`src/rtl/hex_disp_pkg.sv`:
```
// Shared constants and types for the hex display controller.
// Holds the blank pattern, the gfedcba active-low code table and FSM states.
package hex_disp_pkg;

  localparam logic [6:0] SEG_BLANK = 7'h7F;

  // Index 0 is the rightmost entry; entry n is the code for hex digit n.
  localparam logic [15:0][6:0] SEG_TABLE = {
    7'h0E, 7'h06, 7'h21, 7'h46,
    7'h03, 7'h08, 7'h18, 7'h00,
    7'h78, 7'h02, 7'h12, 7'h19,
    7'h30, 7'h24, 7'h79, 7'h40
  };

  typedef enum logic {
    IDLE,
    UPDATE
  } state_t;

endpackage

```
`src/rtl/hex_seg_decode.sv`:
```
// Combinational hex nibble to 7-segment (gfedcba, active-low) decoder.
// Ports: nib (4-bit digit in), seg (7-bit pattern out).
module hex_seg_decode
  import hex_disp_pkg::*;
(
  input  logic [3:0] nib,
  output logic [6:0] seg
);

  assign seg = SEG_TABLE[nib];

endmodule

```
`src/rtl/hex_display_ctrl.sv`:
```
// Multi-digit hex display controller: one shared decoder, one digit per cycle.
// Ports: clk, rst_n, load_valid/load_ready/load_data, blank, busy, seg_out.
// Option: define HEX_DISP_LZ_BLANK_EN for leading-zero blanking.
module hex_display_ctrl
  import hex_disp_pkg::*;
#(
  parameter int NUM_DIGITS = 4
) (
  input  logic                    clk,
  input  logic                    rst_n,
  input  logic                    load_valid,
  output logic                    load_ready,
  input  logic [4*NUM_DIGITS-1:0] load_data,
  input  logic                    blank,
  output logic                    busy,
  output logic [7*NUM_DIGITS-1:0] seg_out
);

  localparam int IW =
    (NUM_DIGITS > 1) ? $clog2(NUM_DIGITS) : 1;
  localparam logic [IW-1:0] LAST = IW'(NUM_DIGITS - 1);

  state_t                  state;
  state_t                  state_nxt;
  logic [4*NUM_DIGITS-1:0] shadow;
  logic [IW-1:0]           idx;
  logic                    blank_q;
  logic [7*NUM_DIGITS-1:0] seg_reg;
  logic [3:0]              nib;
  logic [6:0]              dec;
  logic [6:0]              pat;
  logic                    sup;
  logic                    accept;

  assign accept = (state == IDLE) && load_valid;

  always_comb begin
    nib = '0;
    for (int i = 0; i < NUM_DIGITS; i++) begin
      if (idx == IW'(i)) nib = shadow[4*i +: 4];
    end
  end

  hex_seg_decode u_dec (
    .nib (nib),
    .seg (dec)
  );

`ifdef HEX_DISP_LZ_BLANK_EN
  // lz[i]: nibbles i..top are all zero; bit 0 stays clear so 0 shows "0".
  logic [NUM_DIGITS-1:0] lz;

  always_comb begin
    logic acc;
    acc = 1'b1;
    lz  = '0;
    for (int i = NUM_DIGITS - 1; i > 0; i--) begin
      acc   = acc && (shadow[4*i +: 4] == 4'h0);
      lz[i] = acc;
    end
  end

  always_comb begin
    sup = 1'b0;
    for (int i = 0; i < NUM_DIGITS; i++) begin
      if (idx == IW'(i)) sup = lz[i];
    end
  end
`else
  assign sup = 1'b0;
`endif

  assign pat = sup ? SEG_BLANK : dec;

  always_comb begin
    state_nxt = state;
    unique case (state)
      IDLE:    if (load_valid) state_nxt = UPDATE;
      UPDATE:  if (idx == LAST) state_nxt = IDLE;
      default: state_nxt = IDLE;
    endcase
  end

  always_ff @(posedge clk or negedge rst_n) begin
    if (!rst_n) begin
      state   <= IDLE;
      shadow  <= '0;
      idx     <= '0;
      blank_q <= 1'b0;
      seg_reg <= {NUM_DIGITS{SEG_BLANK}};
    end else begin
      state   <= state_nxt;
      blank_q <= blank;
      if (accept) begin
        shadow <= load_data;
        idx    <= '0;
      end
      if (state == UPDATE) begin
        for (int i = 0; i < NUM_DIGITS; i++) begin
          if (idx == IW'(i)) seg_reg[7*i +: 7] <= pat;
        end
        idx <= idx + 1'b1;
      end
    end
  end

  assign load_ready = (state == IDLE);
  assign busy       = (state == UPDATE);
  assign seg_out    =
    blank_q ? {NUM_DIGITS{SEG_BLANK}} : seg_reg;

endmodule

```
`config.mk`:
```
export PLATFORM = sky130hd
export DESIGN_NAME = hex_display_ctrl
export DESIGN_NICKNAME = d
export VERILOG_FILES = /design/src/rtl/hex_disp_pkg.sv /design/src/rtl/hex_seg_decode.sv /design/src/rtl/hex_display_ctrl.sv
export SDC_FILE = /design/constraint.sdc
export NUM_CORES = 1
export LEC_CHECK = 0
export CORE_UTILIZATION = 55
export CTS_BUF_LIST = sky130_fd_sc_hd__clkbuf_4 sky130_fd_sc_hd__clkbuf_8
export DETAILED_ROUTE_END_ITERATION = 6
export DONT_BUFFER_PORTS = 1
export PLACE_DENSITY = 0.85
export SLEW_MARGIN = 20
export SYNTH_ARGS = -nofsm -noshare
export SYNTH_HDL_FRONTEND = slang
export SYNTH_SLANG_ARGS = --single-unit
export TNS_END_PERCENT = 100
```
`constraint.sdc`:
```
create_clock -name clk -period 2.4 [get_ports clk]
set_clock_uncertainty 0.2 [all_clocks]
set_input_delay 0.48 -clock clk [delete_from_list [all_inputs] [get_ports clk]]
set_output_delay 0.48 -clock clk [all_outputs]
set_load 0.02 [all_outputs]
```
==> impl_metrics.ini, run 1 <==
[status]
status = finished, violations left
violations = setup timing

[drt]
drtPass1Iterations = 4
viasPerCell = 5.95
drc = 0
route.top_layer_used = met4
num_vias = 1774
drt_iter0_drc = 107
wirelength_um = 5280
dr_wl_met3_um = 306
post_drt_wl_per_cell_um = 17.7
wl_met1_um = 2190
wl_met2_um = 2670
ant_nets = 0

[floorplan]
start_util_pct = 57.6
pin_count = 50
die_area_mm2 = 0.00483
fp-row-count = 24
die_w_um = 69.5
core_mm2 = 0.00435
die_h_um = 69.5

[finish]
diodes = 0
fillerInstances = 289
drive_gt1_share_pct = 61.8
utilization_pct = 71.1
postLayoutCellArea_mm2 = 0.00310
largest_register_ffs = 28
multi_input_area_mm2 = 0.00137
final_nets = 275
seq_area_mm2 = 0.00124
synthToLayoutAreaGrowth_pct = 23.6

[cts]
cts.sinks = 48
clockBufferDepth = 2
htreeDepth = 2
tritoncts = yes
cts.reportedPaths.clkPinSlew_ns = 0.09
cts_root_buf = clkbuf_8
clk_latency_ns = 0.30
cts_inserted_buffers = 5

[global_route]
grt_antenna_before_repair = 0
grt_pass1_vias = 1763
grtUsageTotal_pct = 22.7
grt_pass1_wl_um = 8490
grt_remaining_overflow = 0
grt_max_degree = 49

[setup_path]
cp_max_fo = 5
arrival_ns = 2.56
critical_path.endpoint_type = register
r2r_start = idx[1]
slowest_delay_ns = 0.43
path_class = register to register
crit_start = idx[1]
worstPathRequired_ns = 2.45
crit_top_cell = ha_4
slowest_stage = dfrtp_2
path_cells = inv_2 -> ha_4 -> a21oi_2 -> o21ai_2 -> a22oi_2 -> buf_4 -> ha_4 -> mux2i_4 -> a221oi_4 -> mux2_4
start_kind = register

[logic_synthesis]
synthArstFlopShare_pct = 100
seq_area_frac_synth_pct = 49.3
synth_edf_count = 0
synth.distinct_cells = 41
syn_nets = 250
synth_flop_cell = dfstp_2
netlist_area_mm2 = 0.00251
synth_cells = 220
ys_ff_latch = 48
synthTopCellsByArea = dfstp_2 29%, dfrtp_1 20%, mux2_2 12%
avgSynthCellArea_um2 = 11.4
synth_top_cell_by_area = dfstp_2
synth_top_area_share_pct = 29.3
ys_warn_count = 0

[sta]
finalCritPeriodShare_pct = 104
slew_violations = 0
postLayoutSetupSlackWorst_ns = -0.105
fin_crit_ns = 2.50
tightestPinTransition_ns = 0.596
max-slew-margin-rel_pct = 60.2
grt_setup_unrepaired = yes
finalSetupViolCount = 11
hold_viol_final = 0
fmax_mhz = 399

[place]
gp_congestion = 0.883
dp_hpwl_um = 3550
placed_cell_area_mm2 = 0.00272
io_buffers = 0

[worst_hold_path]
hold_start = load_valid
min_path_type = input port to register

[job]
maxCapViolations = 0
==> per-layer routing <==
metal	vias to the layer above	GRT usage, %
met3	14	5.23
met1	870	28.5
met5	-	0
li1	822	-
met4	0	8.84
met2	68	38.1
==> per-stage QoR <==
| stage | TNS, ns | worst slack (ns) | hold WS (ns) | std cells |
|---|---|---|---|---|
| 3_5_place_dp | -2.25 | -0.145 | -0.0142 | 282 |
| 4_1_cts | -0.174 | -0.0452 | 0.0814 | 297 |
| 5_1_grt | -2.53 | -0.220 | 0.0725 | 298 |
| 6_report | -0.510 | -0.105 | 0.0827 | 298 |
| 3_3_place_gp | -0.351 | -0.0608 | -0.0140 | 282 |
| 2_1_floorplan | 0 | 0.00210 | -0.0156 | 220 |
==> cell families after synthesis <==
logic type,synth area share (%)
mux,13.3
simple gates,13.2
compound gates,15.0
xor+xnor,0.349
fa+ha+maj,4.99
buf+inv,3.94
flops,49.3
==> area by class of cell <==
type,instances,area share [%]
Timing Repair Buffer,30,8.97
Sequential cell,48,40.0
Clock buffer,5,2.22
Clock inverter,3,1.33
Tap cell,52,2.10
Inverter,8,1.05
Multi-Input combinational cell,152,44.3
==> worst max-delay path, delay by kind of cell (launching register included) <==
kind / cells / cell delay (ns)
DFF: 1 / 0.43
muxes: 2 / 0.42
adders and majority gates: 2 / 0.41
buffers and inverters: 2 / 0.24
AOI/OAI and AO/OA: 4 / 0.76
==> cells in the mapped netlist, types with 2 or more instances <==
library cell,instances
a31oi_1,8
o21ai_0,10
mux2i_1,4
mux2_2,26
buf_1,2
dfstp_2,28
buf_6,2
o21ai_1,4
dfrtp_1,20
buf_4,2
clkbuf_1,5
a211o_1,2
nor2b_1,3
a21oi_1,14
nand2_1,18
o22ai_1,2
a211oi_1,3
or2_2,28
ha_1,10
inv_1,8
==> layout by cell type (no fill, tap or decap), drive strengths merged, types with 2 or more instances in the layout <==
cell type,count
dlygate4sd3,2
mux2i,4
o21ai,14
o22ai,2
nor3b,2
a221oi,3
mux2,26
nand2,18
clkbuf,5
a31oi,8
inv,9
nand3b,2
a211oi,5
or2,28
dfrtp,20
a21oi,14
ha,10
buf,28
dfstp,28
a211o,2
nor2b,3
==> what timing repair did <==
| item | CTS | global route |
|---|---|---|
| hold buffers | 3 | 0 |
| endpoints found under the setup margin | 28 | 28 |
| setup buffers | 4 | 1 |
| pin swaps | 10 | 5 |
| gates cloned | 0 | 0 |
| endpoints found under the hold margin | 49 | 0 |
| gates resized for setup | 16 | 23 |
==> path summary, 6_finish.rpt <==
kind	endpoint	slack (ns)	cells past startpoint
setup / recovery	seg_reg[24]	-0.10	10
hold / removal	idx[1]	0.08	1
setup reg to reg	seg_reg[24]	-0.10	10
hold reg to reg	seg_reg[2]	0.27	2
max in group asynchronous	seg_reg[13]	1.25	2
min in group asynchronous	blank_q	0.46	2
Power of run 1 is not shown: default switching activity piles up to over one toggle a cycle in this logic, so the estimate is an artifact.
==> inputs of run 2 (changes only) <==
--- a/config.mk
+++ b/config.mk
@@ -6,10 +6,10 @@
 export NUM_CORES = 1
 export LEC_CHECK = 0
 export CORE_UTILIZATION = 55
-export CTS_BUF_LIST = sky130_fd_sc_hd__clkbuf_4 sky130_fd_sc_hd__clkbuf_8
+export CTS_BUF_LIST = sky130_fd_sc_hd__clkbuf_16
 export DETAILED_ROUTE_END_ITERATION = 6
 export DONT_BUFFER_PORTS = 1
-export PLACE_DENSITY = 0.85
+export PLACE_DENSITY = 0.82
 export SLEW_MARGIN = 20
 export SYNTH_ARGS = -nofsm -noshare
 export SYNTH_HDL_FRONTEND = slang
==> constraint.sdc (replaced) <==
create_clock -name clk -period 2.5 [get_ports clk]
set_clock_uncertainty 0.2 [all_clocks]
set_input_delay 0.5 -clock clk [delete_from_list [all_inputs] [get_ports clk]]
set_output_delay 0.5 -clock clk [all_outputs]
set_load 0.02 [all_outputs]
==> impl_metrics.ini, run 2 (synthesis gave the netlist of run 1 again) <==
[status]
status = finished, violations left
violations = setup timing

[finish]
synthToLayoutAreaGrowth_pct = 23.8
seq_area_mm2 = 0.00124
final_nets = 274
largest_register_ffs = 28
utilization_pct = 71.3
drive_gt1_share_pct = 62.0
diodes = 0
fillerInstances = 299
multi_input_area_mm2 = 0.00136
layout_common_cells = 28 x or2_2, 28 x dfstp_2, 25 x buf_4

[sta]
postLayoutSetupSlackWorst_ns = -0.0656
finalCritPeriodShare_pct = 103
grt_setup_unrepaired = yes
hold_viol_final = 0
max-slew-margin-rel_pct = 51.9
tightestPinTransition_ns = 0.722
fmax_mhz = 390
finalSetupViolCount = 11
slew_violations = 0
fin_crit_ns = 2.57
tns_ns = -0.367

[place]
dpl_worst_slack_ns = -0.117
dp_hpwl_um = 3350
io_buffers = 0
gp_congestion = 0.917

[drt]
post_drt_wl_per_cell_um = 19.2
wirelength_um = 5710
ant_nets = 0
drc = 0
viasPerCell = 6.01
num_vias = 1786
drt_iter0_drc = 103
drtPass1Iterations = 4

[setup_path]
critical_path.endpoint_type = register
start_kind = register
cp_max_fo = 4
crit_buf_inv = 3
arrival_ns = 2.58
worstPathRequired_ns = 2.51
slowest_delay_ns = 0.39
slowest_stage = dfrtp_1
crit_family = compound AO/OA/AOI/OAI gates
path_cells = inv_1 -> ha_2 -> nand2_1 -> o21ai_1 -> a22o_2 -> inv_2 -> ha_1 -> mux2i_1 -> o22ai_1 -> buf_4 -> mux2_2
path_class = register to register

[cts]
htreeDepth = 2
clockBufferDepth = 2
cts.sinks = 48
clk_latency_ns = 0.28
cts_inserted_buffers = 5
cts_root_buf = clkbuf_16
cts.reportedPaths.clkPinSlew_ns = 0.06
tritoncts = yes

[floorplan]
core_mm2 = 0.00435
die_area_mm2 = 0.00483
die_w_um = 69.5
die_h_um = 69.5
start_util_pct = 57.6
fp-row-count = 24
pin_count = 50

[global_route]
grt_antenna_before_repair = 0
grt_pass1_wl_um = 8350
grtUsageTotal_pct = 22.3
grt_remaining_overflow = 0
grt_pass1_vias = 1690
grt_max_degree = 49

[job]
maxCapViolations = 0

[worst_hold_path]
min_path_type = input port to register
run 2: metrics by stage:
step,std cells,cell area (um^2),hold slack [ns]
2_1_floorplan,220,2510,0.00441
3_3_place_gp,276,2630,0.00562
3_5_place_dp,276,2630,0.00534
4_1_cts,287,2870,0.0374
5_1_grt,297,3100,0.0295
6_report,297,3100,0.0385
run 2: path summary, 6_finish.rpt:
path                            depth (start not counted)           to  slack, ns       start
worst min-delay path                                    0      blank_q       0.04       blank
worst min register to register                          2   seg_reg[7]       0.26  seg_reg[7]
worst max register to register                         11  seg_reg[13]      -0.07      idx[1]
worst max-delay path                                   11  seg_reg[13]      -0.07      idx[1]
min in group asynchronous                               2      blank_q       0.52       rst_n
max in group asynchronous                               2   seg_reg[7]       1.31       rst_n
run 2: layer usage:
| metal | global-route usage [%] | part of all wire, % | up-vias |
|---|---|---|---|
| met4 | 8.16 | 3.4 | 0 |
| met3 | 5.09 | 4.6 | 15 |
| met1 | 28.9 | 42 | 888 |
| met2 | 36.7 | 50 | 54 |
| met5 | 0 | 0 | - |
| li1 | - | - | 829 |
run 2: final cells by class:
type	count	area share (%)
Clock inverter	3	1.37
Tap cell	52	2.10
Clock buffer	5	4.03
Timing Repair Buffer	28	7.62
Multi-Input combinational cell	153	44.0
Sequential cell	48	39.9
Inverter	8	1.05
run 2: what timing repair did:
item                                    CTS  global route
setup buffers                             1            10
hold endpoints to repair                 48             0
endpoints found under the setup margin   28            28
resized for setup                        11            30
cloned                                    0             1
hold buffers                              2             0
pin swaps                                 5            13
Power of run 2 is left out for the same reason.
==> inputs of run 3 (changes only) <==
--- a/config.mk
+++ b/config.mk
@@ -5,11 +5,13 @@
 export SDC_FILE = /design/constraint.sdc
 export NUM_CORES = 1
 export LEC_CHECK = 0
-export CORE_UTILIZATION = 55
+export CELL_PAD_IN_SITES_DETAIL_PLACEMENT = 0
+export CELL_PAD_IN_SITES_GLOBAL_PLACEMENT = 2
+export CORE_UTILIZATION = 41
 export CTS_BUF_LIST = sky130_fd_sc_hd__clkbuf_16
 export DETAILED_ROUTE_END_ITERATION = 6
 export DONT_BUFFER_PORTS = 1
-export PLACE_DENSITY = 0.82
+export PLACE_DENSITY = 0.91
 export SLEW_MARGIN = 20
 export SYNTH_ARGS = -nofsm -noshare
 export SYNTH_HDL_FRONTEND = slang
==> impl_metrics.ini, run 3 (synthesis gave the netlist of run 1 again) <==
[status]
status = finished, violations left
violations = setup timing

[floorplan]
die_area_mm2 = 0.00643
start_util_pct = 42.3
die_h_um = 80.2
fp-row-count = 28
pin_count = 50
die_w_um = 80.2
core_mm2 = 0.00592

[sta]
max-slew-margin-rel_pct = 61.6
tightestPinTransition_ns = 0.575
hold_viol_final = 0
tns_ns = -0.193
postLayoutSetupSlackWorst_ns = -0.0458
grt_setup_unrepaired = yes
finalCritPeriodShare_pct = 102
fmax_mhz = 393
fin_crit_ns = 2.55
slew_violations = 0
finalSetupViolCount = 8

[global_route]
grt_max_degree = 49
grt_remaining_overflow = 0
grtUsageTotal_pct = 18.7
grt_pass1_wl_um = 9070
grt_antenna_before_repair = 0
grt_pass1_vias = 1807

[finish]
fillerInstances = 515
drive_gt1_share_pct = 58.8
diodes = 0
final_nets = 274
synthToLayoutAreaGrowth_pct = 23.3
layout_common_cells = 28 x or2_2, 28 x dfstp_2, 25 x buf_4
largest_register_ffs = 28

[place]
dp_hpwl_um = 3690
gp_congestion = 0.762
io_buffers = 0

[setup_path]
slowest_stage = dfrtp_2
path_class = register to register
arrival_ns = 2.57
slowest_delay_ns = 0.44
r2r_start = idx[0]
cp_max_fo = 5
worstPathRequired_ns = 2.53
path_cells = ha_2 -> buf_4 -> a21oi_1 -> a22o_2 -> buf_12 -> ha_4 -> buf_12 -> a221oi_4 -> mux2_4
critical_path.endpoint_type = register
crit_top_cell = buf_12
start_kind = register
crit_start = idx[0]

[worst_hold_path]
min_path_type = input port to register
hold_start = blank

[job]
maxCapViolations = 0

[drt]
drc = 0
num_vias = 1729
drt_iter0_drc = 70
drtPass1Iterations = 4
ant_nets = 0
post_drt_wl_per_cell_um = 17.1
viasPerCell = 5.40
wirelength_um = 5460

[cts]
clk_latency_ns = 0.28
htreeDepth = 2
cts_root_buf = clkbuf_16
cts_inserted_buffers = 5
cts.reportedPaths.clkPinSlew_ns = 0.07
cts.sinks = 48
clockBufferDepth = 2
tritoncts = yes
run 3: metal layers:
| layer | vias to the layer above | track usage, % | wire, um |
|---|---|---|---|
| li1 | 820 | - | - |
| met2 | 44 | 30.7 | 2690 |
| met5 | - | 0 | 0 |
| met1 | 858 | 24.2 | 2490 |
| met4 | 0 | 6.25 | 69 |
| met3 | 7 | 4.20 | 217 |
run 3: worst max-delay path, delay by kind of cell (launching register included):
family | cells | cell delay [ns]
muxes | 1 | 0.23
adders and majority gates | 2 | 0.50
buffers and inverters | 3 | 0.40
AOI/OAI and AO/OA | 3 | 0.72
DFF | 1 | 0.44
run 3: stage by stage:
stage	utilization (%)	setup slack, ns	hold slack (ns)	instances	cell area, um^2
after floorplan	-	0.0412	0.00441	220	2510
after global placement	45.6	-0.163	0.00565	305	2700
after detailed placement	45.6	-0.223	0.00549	305	2700
after CTS	51.0	-0.00960	0.0318	318	3020
after global routing	52.2	-0.169	0.0257	320	3090
final	52.2	-0.0458	0.0403	320	3090
run 3: final timing paths:
kind                               end  slack (ns)  cells after the start
max                        seg_reg[10]       -0.05                      9
max in group asynchronous  seg_reg[10]        1.31                      2
min                            blank_q        0.04                      0
min reg2reg                 seg_reg[2]        0.26                      2
max reg2reg                seg_reg[10]       -0.05                      9
min in group asynchronous         busy        0.52                      2
run 3: area by class of cell:
cell class	instances	area (um^2)	area share [%]
Clock buffer	6	150	4.86
Clock inverter	2	12.5	0.405
Inverter	8	32.5	1.05
Multi-Input combinational cell	152	1300	42.0
Sequential cell	48	1240	40.1
Tap cell	75	93.8	3.04
Timing Repair Buffer	29	265	8.58
run 3: what timing repair did:
action,4_1_cts,5_1_grt
hold buffers,2,0
setup endpoints to repair,28,28
setup buffers,3,2
pin swaps,6,9
endpoints found under the hold margin,48,0
gates resized for setup,23,15
Power of run 3 is left out for the same reason.
